File: src/rtl/fprti_issue_ctrl.sv
// Initiator for the FPRTI intersector: gathers 15 operand words, issues a one-cycle input_valid,
// then captures the result (or a timeout abort) and holds it until the host accepts it.
module fprti_issue_ctrl #(
    parameter int NUM_FPRTI_REGS = 15,
    parameter int TIMEOUT_CYCLES = 256
) (
    input  logic                         clk,
    input  logic                         rst_n,
    input  logic                         wr_valid_i,
    input  logic [3:0]                   wr_addr_i,
    input  logic [31:0]                  wr_data_i,
    output logic                         wr_ready_o,
    input  logic                         go_i,
    output logic                         busy_o,
    output logic                         err_incomplete_o,
    output logic [NUM_FPRTI_REGS*32-1:0] fprti_regs_o,
    output logic                         input_valid_o,
    input  logic                         output_valid_i,
    input  logic [31:0]                  return_i,
    output logic [31:0]                  result_o,
    output logic                         result_valid_o,
    input  logic                         result_ready_i,
    output logic                         err_timeout_o
);
    localparam int CW = $clog2(TIMEOUT_CYCLES + 1);

    typedef enum logic [1:0] {IDLE, ISSUE, WAIT, HOLD} state_t;

    state_t                    state;
    logic [NUM_FPRTI_REGS-1:0] mask;
    logic [CW-1:0]             cnt;
    logic [31:0]               regs [NUM_FPRTI_REGS];
    logic                      addr_ok;

    assign addr_ok = ({28'd0, wr_addr_i} < 32'(NUM_FPRTI_REGS));

    for (genvar g = 0; g < NUM_FPRTI_REGS; g++) begin : g_regs_out
        assign fprti_regs_o[g*32 +: 32] = regs[g];
    end

    // Reset is active-high despite the name. wr_ready_o doubles as the "accepting" flag,
    // so the first cycle after reset neither takes writes nor judges go.
    always_ff @(posedge clk or posedge rst_n) begin
        if (rst_n) begin
            state            <= IDLE;
            mask             <= '0;
            cnt              <= '0;
            wr_ready_o       <= 1'b0;
            busy_o           <= 1'b0;
            err_incomplete_o <= 1'b0;
            input_valid_o    <= 1'b0;
            result_o         <= '0;
            result_valid_o   <= 1'b0;
            err_timeout_o    <= 1'b0;
            for (int i = 0; i < NUM_FPRTI_REGS; i++) regs[i] <= '0;
        end else begin
            input_valid_o    <= 1'b0;
            err_incomplete_o <= 1'b0;
            case (state)
                IDLE: begin
                    wr_ready_o <= 1'b1;
                    if (wr_ready_o && wr_valid_i && addr_ok) begin
                        regs[wr_addr_i] <= wr_data_i;
                        mask[wr_addr_i] <= 1'b1;
                    end
                    // go is judged on the mask as it stood before any same-cycle write
                    if (wr_ready_o && go_i) begin
                        if (&mask) begin
                            state         <= ISSUE;
                            mask          <= '0;
                            cnt           <= '0;
                            err_timeout_o <= 1'b0;
                            input_valid_o <= 1'b1;
                            busy_o        <= 1'b1;
                            wr_ready_o    <= 1'b0;
                        end else begin
                            err_incomplete_o <= 1'b1;
                        end
                    end
                end
                ISSUE: begin
                    state <= WAIT;
                    cnt   <= cnt + 1'b1;
                end
                WAIT: begin
                    cnt <= cnt + 1'b1;
                    if (output_valid_i) begin
                        result_o       <= return_i;
                        result_valid_o <= 1'b1;
                        state          <= HOLD;
                    end else if (cnt == CW'(TIMEOUT_CYCLES - 1)) begin
                        result_o       <= '0;
                        err_timeout_o  <= 1'b1;
                        result_valid_o <= 1'b1;
                        state          <= HOLD;
                    end
                end
                HOLD: begin
                    if (result_ready_i) begin
                        result_valid_o <= 1'b0;
                        busy_o         <= 1'b0;
                        wr_ready_o     <= 1'b1;
                        state          <= IDLE;
                    end
                end
                default: state <= IDLE;
            endcase
        end
    end
endmodule

File: config.mk
export PLATFORM = sky130hd
export DESIGN_NAME = fprti_issue_ctrl
export DESIGN_NICKNAME = d
export VERILOG_FILES = /design/src/rtl/fprti_issue_ctrl.sv
export SDC_FILE = /design/constraint.sdc
export NUM_CORES = 1
export LEC_CHECK = 0
export BUFFER_PORTS_ARGS = -buffer_cell sky130_fd_sc_hd__buf_2
export CORE_AREA = 2 2 230 232
export CTS_CLUSTER_DIAMETER = 40
export CTS_CLUSTER_SIZE = 8
export DETAILED_ROUTE_END_ITERATION = 10
export DIE_AREA = 0 0 232 234
export PLACE_DENSITY = 0.74
export SLEW_MARGIN = 15
export SYNTH_ARGS = -nofsm -noshare
export SYNTH_HDL_FRONTEND = slang
export SYNTH_SLANG_ARGS = --single-unit
export TNS_END_PERCENT = 100
File: constraint.sdc
create_clock -name clk -period 40.8 [get_ports clk]
set_input_delay 6.12 -clock clk [delete_from_list [all_inputs] [get_ports clk]]
set_output_delay 6.12 -clock clk [all_outputs]
set_load 0.005 [all_outputs]
* Word-level counts from Yosys, hierarchy flattened
Cells that the tools add are included.
** Word-level totals
- Bits in registers :: 544
- Input bits :: 74
- Word-level logic and storage cells :: 103
** Cells by class
- $add $sub $neg :: 1
- Order comparisons :: 5
- Equality and inequality tests :: 10
- Mux-type cells :: 39
- Bitwise gates (word level) :: 2
- Reductions and logical operators :: 21
** Operators by type and width (count)
- 480-bit bitwise mux :: 1
- 32-bit demux with 4-bit select :: 1
- 32-bit 2-to-1 mux :: 3
- 15-bit 2-to-1 mux :: 3
- 9-bit 2-to-1 mux :: 2
- 9-bit case mux with 2 select lines :: 1
- 1-bit 2-to-1 mux :: 17
- 15-bit OR :: 1
- 15-bit AND reduction :: 1
- 2-bit 2-to-1 mux :: 5
- 2-bit != test, second input constant :: 5
- 2-bit nonzero test :: 5
- 9-bit by 1-bit adder with 9-bit output, second input constant :: 1
- 9-bit by 8-bit equality test with 1-bit output, second input constant :: 1
- 1-bit case mux with 2 select lines :: 4
- 2-bit case mux with 4 select lines :: 1
- 4-bit AND reduction :: 2
- 2-bit AND reduction :: 3
- 3-bit AND reduction :: 2
- 5-bit greater-or-equal comparator, second input constant :: 1
- 1-bit logical AND :: 5
- 4-bit by 5-bit < comparator with 1-bit output, second input constant :: 1
- 5-bit by 1-bit < comparator with 1-bit output, second input constant :: 1
- 4-bit NOT with 5-bit output :: 1
- other kinds (9) :: 10

* Longest topological paths before layout
Gate-level depths: netlist (run 1).
- Word-level depth :: 8
- Gate-level depth with buffers :: 9
- Mapped depth without buffers :: 9

* Least setup slack after synthesis (run 1)
OpenSTA, ideal clock, no wires.
- Path type :: input-to-reg
- Start :: in wr_addr_i[1]
- End :: reg regs, in the netlist fprti_regs_o[392]
- Setup time :: 125 ps
- Data arrival time :: 7628 ps
- Data required time :: 40675 ps
- Slack :: 33047 ps
- Stages :: 5
- Buffers on the path :: 2
- Path through :: buf_6 or3b_4 a2111oi_4 buf_6 mux2_2
** Between the ends
- Word-level cells in the longest chain between the ends :: 6
- Elaborated cells between the ends (all ways) :: 10
** Ends and longest elaborated chain
- start: declaration :: RTL line 10 : input logic [3:0] wr_addr_i,
- 4-bit NOT with 5-bit output (implied by the code) :: RTL line 63 : regs[wr_addr_i] <= wr_data_i;
- 5-bit greater-or-equal comparator (implied by the code) / 5-bit by 1-bit < comparator with 1-bit output (equally long branches) :: RTL line 63
- 1-bit logical AND (implied by the code) :: RTL line 63
- 32-bit 2-to-1 mux (implied by the code) :: RTL line 63
- 32-bit demux with 4-bit select :: RTL line 63
- 480-bit bitwise mux :: RTL line 63
- end signal: indexed assignment :: RTL line 63
- end: declaration :: RTL line 32 : logic [31:0] regs [NUM_FPRTI_REGS];
Several ways; a longest one is shown, not always the timed one.
A chain may end at the register's enable or synchronous reset.

==> results.md, run 1 <==
* Synth Area in XOR/XNOR at 0%
* Post-Synthesis Cells at 1315
* # DRC at 0
* Status: finished, final reports clean
* Met2 usage at 36.2%
* Die Area at approximately 54000 sq um
* Largest family of logic cells by synthesized area: multiplexers
* Total gr overflow at 0
* Worst reg2reg path depth at 6
* Seq/Total Area, Yosys at 65.0%
* Share of cells above drive strength 1 at around 63%
* Tcrit/Tclk final at around 20%
* Largest net degree at the start of global routing at between 150 and 200
* Port buffer count at 591
* Area of the core at approximately 52000 sq um
* Post-synthesis adder-cell area fraction at 0.359%
* DRT antenna net count at 0
* Final core utilization at roughly 52%
* HP Class: register to register
* Register area at approximately 14000 sq um
* Post-CTS Hold Fix Bufs at 0
* Tmin final at 8.24 ns
* Site Rows at between 80 and 90
* DRT Pass-1 Iters at 5
* Root Buffer: clkbuf_16
* Mux contribution to synthesized area at between 20% and 30%
* CP Max Fanout at around 140
* RSZ-0062 raised after global routing: no
* Skew final at around 0.024 ns
* CTS tree: yes
* VDD IR max at around 54 uV
* Mapped Nets at between 1k and 1.5k
* Postcts setup bufs at 0
* Drt wl/cell at between 20 and 25 um
* Number of global-route vias before repair at approximately 14k
* Clock Tree Buf Depth at 3
* Simple-gate portion of the synthesized area at 2.74%
* Max Clk Rate at ~120 MHz
* Multi-input logic area at ~6900 sq um
* Worst Setup Start Kind: input port
* Post-synth cell types at about 50
* Max_slew headroom at ~20%
* Syn. warnings at 0
* H-Tree Level Count at 3
* Fin. Hold Viols at 0
* Synth Area in Compound Gates at 2.73%
* Leak Pwr at roughly 14 nW
* Post-synth ARST share at 100%
* DPL Wire Length at ~41 mm
* Die Y at roughly 230 um
* R2R setup slack at ~37 ns
* # fillers at around 4.3k
* Hold path depth at 1
* Vias post-DR at about 14k
* GRT busiest layer: met2
* HP Start: fprti_regs_o[387]
* Slew Viols, Final at 0
* Worst path arrival time at a little under 9 ns
* DRT iter0 DRCs at 650
* Area Growth Syn to Fin at 29.7%
* Gpl congestion at about 0.80
* Max Cap Viol at 0
* Critical Path End Type: async pin
* Setup violators final at 0
* M3 GR Usage at roughly 5.6%
* Main synth FF type: dfrtp_1
* All-Layer GR Usage at 21.7%
* Final std cells w/o fill at 2645
* Synthesized flop and latch total at between 500 and 600
* CTS buffer count at 88
* Initial antenna violation count at 3
* Initial core utilization at 40.2%
* Post-synth EDFFs at 0
* Placed cell count at between 2k and 3k
* PD cells at around 80 nW/um^2
* Clock slew seen by the registers of the worst setup and hold paths at roughly 0.050 ns
* Top-level I/O count at 592
* Nets at about 2k
* TNS Setup at 0 ns
* WS Path Type: input port to async pin
* Netlist Area Pre-Place at about 21000 sq um
* Clock latency on the worst-skew pair at just over 0.6 ns
* Pin slew with the least headroom to its limit at between 1 and 1.5 ns
* Vias/cell at about 5.2
* Num Clock Sinks at 544
* Global-route wire length before repair at 87.9 mm
* Worst r2r dst: fprti_regs_o[443]
* Die X at between 200 and 250 um
* Reg2Reg Launch Point: state[0]
* Met1 Use GR at 27.0%
* Data required, critical path at 41.38 ns
* Routed WL at 60.5 mm
* End of the worst hold path: fprti_regs_o[387]
* CTS-repair resized insts at 0
* Avg Inst Size Synth at about 16 sq um
==> worst max-delay path by stage <==
stage	start	to	slack, ns	depth (start not counted)
5_1_grt	rst_n	fprti_regs_o[353]	32.11	4
2_1_floorplan	rst_n	busy_o	19.47	1
4_1_cts	rst_n	fprti_regs_o[353]	32.49	4
3_5_place_dp	rst_n	fprti_regs_o[257]	31.83	4
3_3_place_gp	rst_n	fprti_regs_o[453]	31.94	4
6_report	rst_n	fprti_regs_o[6]	32.56	4
==> layer usage <==
metal	up-vias	routed length [um]	share of wire (%)
li1	5873	-	-
met1	7165	24800	41
met2	463	30500	50
met3	124	3370	5.6
met4	0	1840	3.0
met5	-	0	0
==> per-stage QoR <==
step	hold WS, ns	instance area, sq um	setup slack (ns)	total power [mW]
2_1_floorplan	0.466	20900	19.47	1.19
3_3_place_gp	0.467	24500	31.94	1.50
3_5_place_dp	0.477	24500	31.83	1.53
4_1_cts	0.488	27200	32.49	2.22
5_1_grt	0.502	27200	32.11	2.31
6_report	0.487	27200	32.56	2.20
==> power by group <==
group	total, mW	leakage (nW)	internal, mW	switching (mW)
Sequential	0.908	7.09	0.778	0.130
Combinational	0.618	5.98	0.348	0.270
Clock	0.671	1.30	0.425	0.245
==> placed cells by master, fill, tap and decap left out, drive strengths merged, types with 2 or more instances in the layout <==
master	n
a21oi	9
a221o	4
a22o	32
a32o	2
and2	2
and3	4
buf	610
bufinv	3
clkbuf	107
clkinv	14
clkinvlp	3
dfrtp	544
ha	6
inv	15
mux2	480
nand2	12
nand2b	3
nand3	6
nand3b	2
nand4	5
nor2	35
nor2b	3
nor3	9
nor3b	3
nor4	6
o211ai	6
o21ai	4
o22ai	2
o31a	2
or2	2
or3	5
or4	4
==> state kept, by name, indices dropped and copies added (netlist names), 2 cells and up <==
| signal | count |
|---|---|
| cnt | 9 |
| result_o | 32 |
| fprti_regs_o | 480 |
| mask | 15 |
| state | 2 |
==> synth_stat cells (4+ instances only) <==
master	number	share of area, %
nor2_1	35	0.63
or4_1	4	0.14
nor3_1	5	0.12
nand3_1	5	0.12
buf_2	41	0.98
a221o_1	4	0.19
nor3_2	4	0.19
o211ai_1	6	0.22
ha_1	6	0.36
nand2_1	12	0.22
nor4_1	4	0.12
nand4_1	5	0.15
mux2_4	37	2.7
a22o_1	32	1.3
inv_1	12	0.22
a21oi_1	9	0.22
and3_1	4	0.12
clkbuf_1	46	0.82
or3_1	5	0.15
dfrtp_1	544	65
mux2_2	441	24
buf_6	11	0.59
==> logic make-up (layout without fill, tap and decap cells) <==
family	after synthesis	after routing
compound gates	69	69
fa+ha+maj	6	6
buf+inv	111	752
flops	544	544
mux	481	481
other cells	0	1
simple gates	104	104
==> cell type report <==
| cell class | instances | share of cell area [%] |
|---|---|---|
| multi-input cells | 660 | 25.2 |
| flip-flops and latches | 544 | 50.1 |
| diodes | 1 | 0.00921 |
| inverters | 13 | 0.207 |
| clock buffers | 107 | 8.71 |
| well taps | 688 | 3.17 |
| repair buffers | 610 | 11.5 |
| clock inverters | 22 | 1.09 |
==> worst max-delay path: stages <==
cell   delay [ns]
buf_2        0.13
inv_8        0.58
buf_4        0.93
buf_4        0.86
(Power assumes the default switching activity.)
==> run 2, diff against run 1 <==
--- a/config.mk
+++ b/config.mk
@@ -6,12 +6,12 @@
 export NUM_CORES = 1
 export LEC_CHECK = 0
 export BUFFER_PORTS_ARGS = -buffer_cell sky130_fd_sc_hd__buf_2
-export CORE_AREA = 2 2 230 232
+export CORE_AREA = 2 2 227 229
 export CTS_CLUSTER_DIAMETER = 40
 export CTS_CLUSTER_SIZE = 8
 export DETAILED_ROUTE_END_ITERATION = 10
-export DIE_AREA = 0 0 232 234
-export PLACE_DENSITY = 0.74
+export DIE_AREA = 0 0 229 231
+export PLACE_DENSITY = 0.78
 export SLEW_MARGIN = 15
 export SYNTH_ARGS = -nofsm -noshare
 export SYNTH_HDL_FRONTEND = slang
==> constraint.sdc (replaced) <==
create_clock -name clk -period 6.7 [get_ports clk]
set_input_delay 1.005 -clock clk [delete_from_list [all_inputs] [get_ports clk]]
set_output_delay 1.005 -clock clk [all_outputs]
set_load 0.005 [all_outputs]
==> results.md, run 2 (synthesis results as in run 1) <==
* Status: finished, final reports clean
* Die Area at between 50000 and 60000 sq um
* PD cells at 495 nW/um^2
* Vias post-DR at between 10k and 15k
* Sw Share at 29.2%
* Max Clk Rate at between 200 and 300 MHz
* Skew final at 0.0138 ns
* Setup violators final at 0
* Max_slew headroom at approximately 17%
* Clock slew seen by the registers of the worst setup and hold paths at 0.05 ns
* Largest register FFs at 480
* Leak Pwr at 14.4 nW
* HP Class: input port to async pin
* Clock Tree Buf Depth at 3
* Switching Power at around 4 mW
* CTS buffer count at 89
* Root Buffer: clkbuf_16
* Most frequent cells in the layout: buf_2, dfrtp_1, mux2_2, clkbuf_16, mux2_4
* Pin slew with the least headroom to its limit at about 1.2 ns
* Initial antenna violation count at 0
* Final core utilization at a little over half
* Final std cells w/o fill at about 2.6k
* Data required, critical path at between 7 and 8 ns
* M1 WL at 24.8 mm
* Num Clock Sinks at ~540
* Site Rows at between 80 and 90
* All-Layer GR Usage at approximately 23%
* Metal3 WL at approximately 3.7 mm
* Largest net degree at the start of global routing at 142
* Worst r2r dst: fprti_regs_o[122]
* Tmin final at around 3.5 ns
* Placed cell count at ~2.5k
* Port buffer count at about 600
* Gpl congestion at 0.831
* Die Y at between 200 and 250 um
* WS Path Type: register to register
* R2R setup slack at roughly 3.2 ns
* # fillers at between 4k and 5k
* CTS-repair resized insts at 0
* Postcts setup bufs at 0
* Area of the core at approximately 51000 sq um
* DPL Wire Length at approximately 40 mm
* Critical Path End Type: register
* Area Growth Syn to Fin at 30.2%
* Top-level I/O count at roughly 590
* Highest routed layer: met4
* Int Pwr at between 9 and 10 mW
* DRT Pass-1 Iters at 4
* Nets at roughly 2k
* Reg2Reg Launch Point: state[0]
* # DRC at 0
* CP Max Fanout at 22
* Post-CTS Hold Fix Bufs at 0
* H-Tree Level Count at 3
* Most common cell after layout, fill and taps aside: buf_2
* Max Cap Viol at 0
* Seq pwr share at between 40 and 50%
* Share of cells above drive strength 1 at 63.0%
* Vias/cell at between 5 and 6
* Number of global-route vias before repair at ~15k
* Combinational Power Share at ~28%
* CTS tree: yes
* VDD IR max at 290 uV
* Worst Setup Start Kind: register
* Initial core utilization at about two fifths
* Detail Route met2 WL at roughly 30 mm
* Global-route wire length before repair at just over 90 mm
* RSZ-0062 raised after global routing: no
* Die X at approximately 230 um
* Routed WL at between 60 and 70 mm
* Worst path arrival time at between 4 and 5 ns
* DRT antenna net count at 0
* Worst reg2reg path depth at 6
* Tcrit/Tclk final at between 50% and 60%
* Drt wl/cell at between 20 and 25 um
* Clock power share at between 30% and 40%
* Slew Viols, Final at 0
* Clock latency on the worst-skew pair at 0.61 ns
* Total gr overflow at 0
* DRT iter0 DRCs at 640
* Fin. Hold Viols at 0
[run 2: cell count changes in the layout (fill, tap and decap cells not counted), moves of 2 or more]
cell	change
clkbuf_8	+5
buf_12	+2
inv_6	+2
buf_4	+2
clkinv_2	-3
clkbuf_1	-4
clkinv_4	+2
[run 2: layout make-up]
class / instances / area, sq um / area share [%]
Timing Repair Buffer: 614 / 3170 / 11.6
Sequential cell: 544 / 13600 / 49.9
Tap cell: 680 / 851 / 3.12
Multi-Input combinational cell: 660 / 6860 / 25.1
Inverter: 13 / 52.6 / 0.193
Clock buffer: 109 / 2440 / 8.96
Clock inverter: 20 / 272 / 0.996
Antenna cell: 2 / 5.00 / 0.0184
[run 2: worst max-delay path by stage]
stage | from | endpoint | slack (ns) | cells past startpoint
floorplan | rst_n | busy_o | -1.70 | 1
global placement | wr_addr_i[3] | fprti_regs_o[308] | 3.07 | 5
detailed placement | wr_addr_i[3] | fprti_regs_o[318] | 3.06 | 5
CTS | state[0] | fprti_regs_o[107] | 3.05 | 6
global route | state[0] | fprti_regs_o[124] | 2.91 | 6
finish | state[0] | fprti_regs_o[122] | 3.15 | 6
[run 2: critical path, cell delays in order (launching register included)]
cell and delay [ns]:
dfrtp_1 0.41, inv_1 0.12, ha_1 0.71, nand3_1 0.41, nor3_4 0.88, buf_4 0.47
mux2_2 0.39
[run 2: metrics by stage]
step	power, mW	worst slack, ns	TNS (ns)	hold slack (ns)	area [sq um]
floorplan	7.27	-1.70	-927.48	0.466	20900
CTS	13.6	3.05	0	0.267	27200
global placement	9.11	3.07	0	0.474	24500
finish	13.5	3.15	0	0.322	27300
detailed placement	9.32	3.06	0	0.476	24500
global route	14.2	2.91	0	0.296	27300
[run 2: routing by layer]
metal | vias up | global-route usage, %
met5 | - | 0
met4 | 0 | 9.78
met3 | 113 | 5.63
met2 | 493 | 38.3
met1 | 7287 | 28.1
li1 | 5857 | -
[run 2: power groups by stage]
stage / Sequential (mW) / Combinational, mW / Clock [mW]
detailed placement: 5.53 / 3.79 / 0
finish: 5.53 / 3.78 / 4.18
CTS: 5.52 / 3.82 / 4.26
global route: 5.70 / 4.07 / 4.40
floorplan: 5.60 / 1.67 / 0
global placement: 5.44 / 3.67 / 0
==> run 3, diff against run 2 <==
==> constraint.sdc (replaced) <==
create_clock -name clk -period 3.2 [get_ports clk]
set_input_delay 0.48 -clock clk [delete_from_list [all_inputs] [get_ports clk]]
set_output_delay 0.48 -clock clk [all_outputs]
set_load 0.005 [all_outputs]
==> results.md, run 3 (synthesis results as in run 1) <==
* Status: finished, final reports clean
* Critical Path End Type: register
* Worst path arrival time at approximately 3.1 ns
* Setup violators final at 0
* DRT antenna net count at 0
* Top-level I/O count at 592
* Root Buffer: clkbuf_16
* R2R setup slack at 0.61 ns
* Total Power at 27.9 mW
* Most common cell after layout, fill and taps aside: buf_2
* Final std cells w/o fill at between 2k and 3k
* Area Growth Syn to Fin at 30.7%
* Register area at about 14000 sq um
* Worst Setup Start Kind: register
* Nets at ~2.0k
* Hold slack at 0.0897 ns
* Data required, critical path at ~3.7 ns
* Final instance area at between 20000 and 30000 sq um
* WS Path Type: register to register
* Largest register FFs at between 400 and 500
* Leak Pwr at about 14 nW
* PnR worst setup slack at between 0.6 and 0.7 ns
* Die Area at between 50000 and 60000 sq um
* Area of the core at between 50000 and 60000 sq um
* Largest net degree at the start of global routing at between 100 and 150
* DRT iter0 DRCs at roughly 540
* Fin. Hold Viols at 0
* Placed Area at about 25000 sq um
* Site Rows at 83
* All-Layer GR Usage at 23.0%
* DPL Wire Length at roughly 42 mm
* Vias post-DR at 13.9k
* N_diodes at 0
* Initial antenna violation count at 2
* HP Class: input port to register
* Skew final at around 0.022 ns
* Max Cap Viol at 0
* Share of cells above drive strength 1 at a little over three fifths
* Most frequent cells in the layout: buf_2, dfrtp_1, mux2_2, clkbuf_16, mux2_4
* PD cells at roughly 1000 nW/um^2
* CTS buffer count at 86
* Sw Share at between 20% and 30%
* Port buffer count at around 590
* Clock Tree Buf Depth at 3
* CP Max Fanout at 23
* Pin slew with the least headroom to its limit at about 1.1 ns
* Int Pwr at 19.8 mW
* RSZ-0062 raised after global routing: no
* Tmin final at between 2 and 3 ns
* H-Tree Level Count at 3
* Initial core utilization at around 41%
* Drt wl/cell at 23.2 um
* Clock power share at ~30%
* Slew Viols, Final at 0
* Gpl congestion at 0.819
* Die X at roughly 230 um
* Placed cell count at 2533
* Placement Setup Slack at 0.579 ns
* Tcrit/Tclk final at around 81%
* DRT Pass-1 Iters at 4
* Global-route wire length before repair at ~92 mm
* Num Clock Sinks at roughly 540
* Total gr overflow at 0
* Number of global-route vias before repair at approximately 15k
* CTS tree: yes
* Switching Power at slightly above 8 mW
* Seq pwr share at around two fifths
* Vias/cell at 5.25
* # fillers at 4107
* Multi-input logic area at approximately 6800 sq um
* Final core utilization at 54.0%
* Clock latency on the worst-skew pair at between 0.6 and 0.7 ns
* Combinational Power Share at 28.3%
* TNS Setup at 0 ns
* # DRC at 0
* Max Clk Rate at about 390 MHz
* VDD IR max at ~630 uV
* Max_slew headroom at 24.8%
* Routed WL at slightly above 60 mm
* Die Y at 231 um
* CTS-repair resized insts at 0
* Clock slew seen by the registers of the worst setup and hold paths at around 0.050 ns
==> run 3: timing repair <==
action                                 CTS  global route
buffers inserted                         0             0
endpoints found under the hold margin   16             0
hold buffers                             1             0
==> run 3: power groups by stage <==
stage / logic, mW / clock network [mW] / registers (mW)
after floorplan: 3.50 / 0 / 11.7
after global placement: 7.71 / 0 / 11.4
after detailed placement: 7.95 / 0 / 11.6
after CTS: 8.01 / 8.61 / 11.6
after global routing: 8.53 / 8.92 / 11.9
final: 7.91 / 8.43 / 11.6
==> run 3: critical path, cell delays in order (launching register included) <==
cell	delay [ns]
dfrtp_1	0.41
inv_1	0.12
ha_1	0.24
or3b_4	0.44
or3_2	0.67
buf_12	0.28
mux2_2	0.29
==> run 3: path summary, 6_finish.rpt <==
check | to | startpoint | cells after the start
max | fprti_regs_o[13] | state[0] | 6
min | result_o[7] | return_i[7] | 2
max reg2reg | fprti_regs_o[13] | state[0] | 6
min reg2reg | fprti_regs_o[386] | fprti_regs_o[386] | 1
max in group asynchronous | fprti_regs_o[207] | rst_n | 4
min in group asynchronous | fprti_regs_o[80] | rst_n | 3
==> run 3: cell type report <==
cell class,count,share of cell area (%)
Sequential cell,544,49.8
Inverter,13,0.192
Timing Repair Buffer,637,12.5
Clock buffer,104,8.48
Tap cell,680,3.11
Multi-Input combinational cell,660,25.0
Clock inverter,18,0.947
==> run 3: metal layers <==
metal,up-vias,global-route usage [%],routed length [um]
li1,5909,-,-
met1,7349,28.4,24600
met2,535,38.6,31000
met3,142,5.50,3910
met4,2,10.3,2110
met5,-,0,10
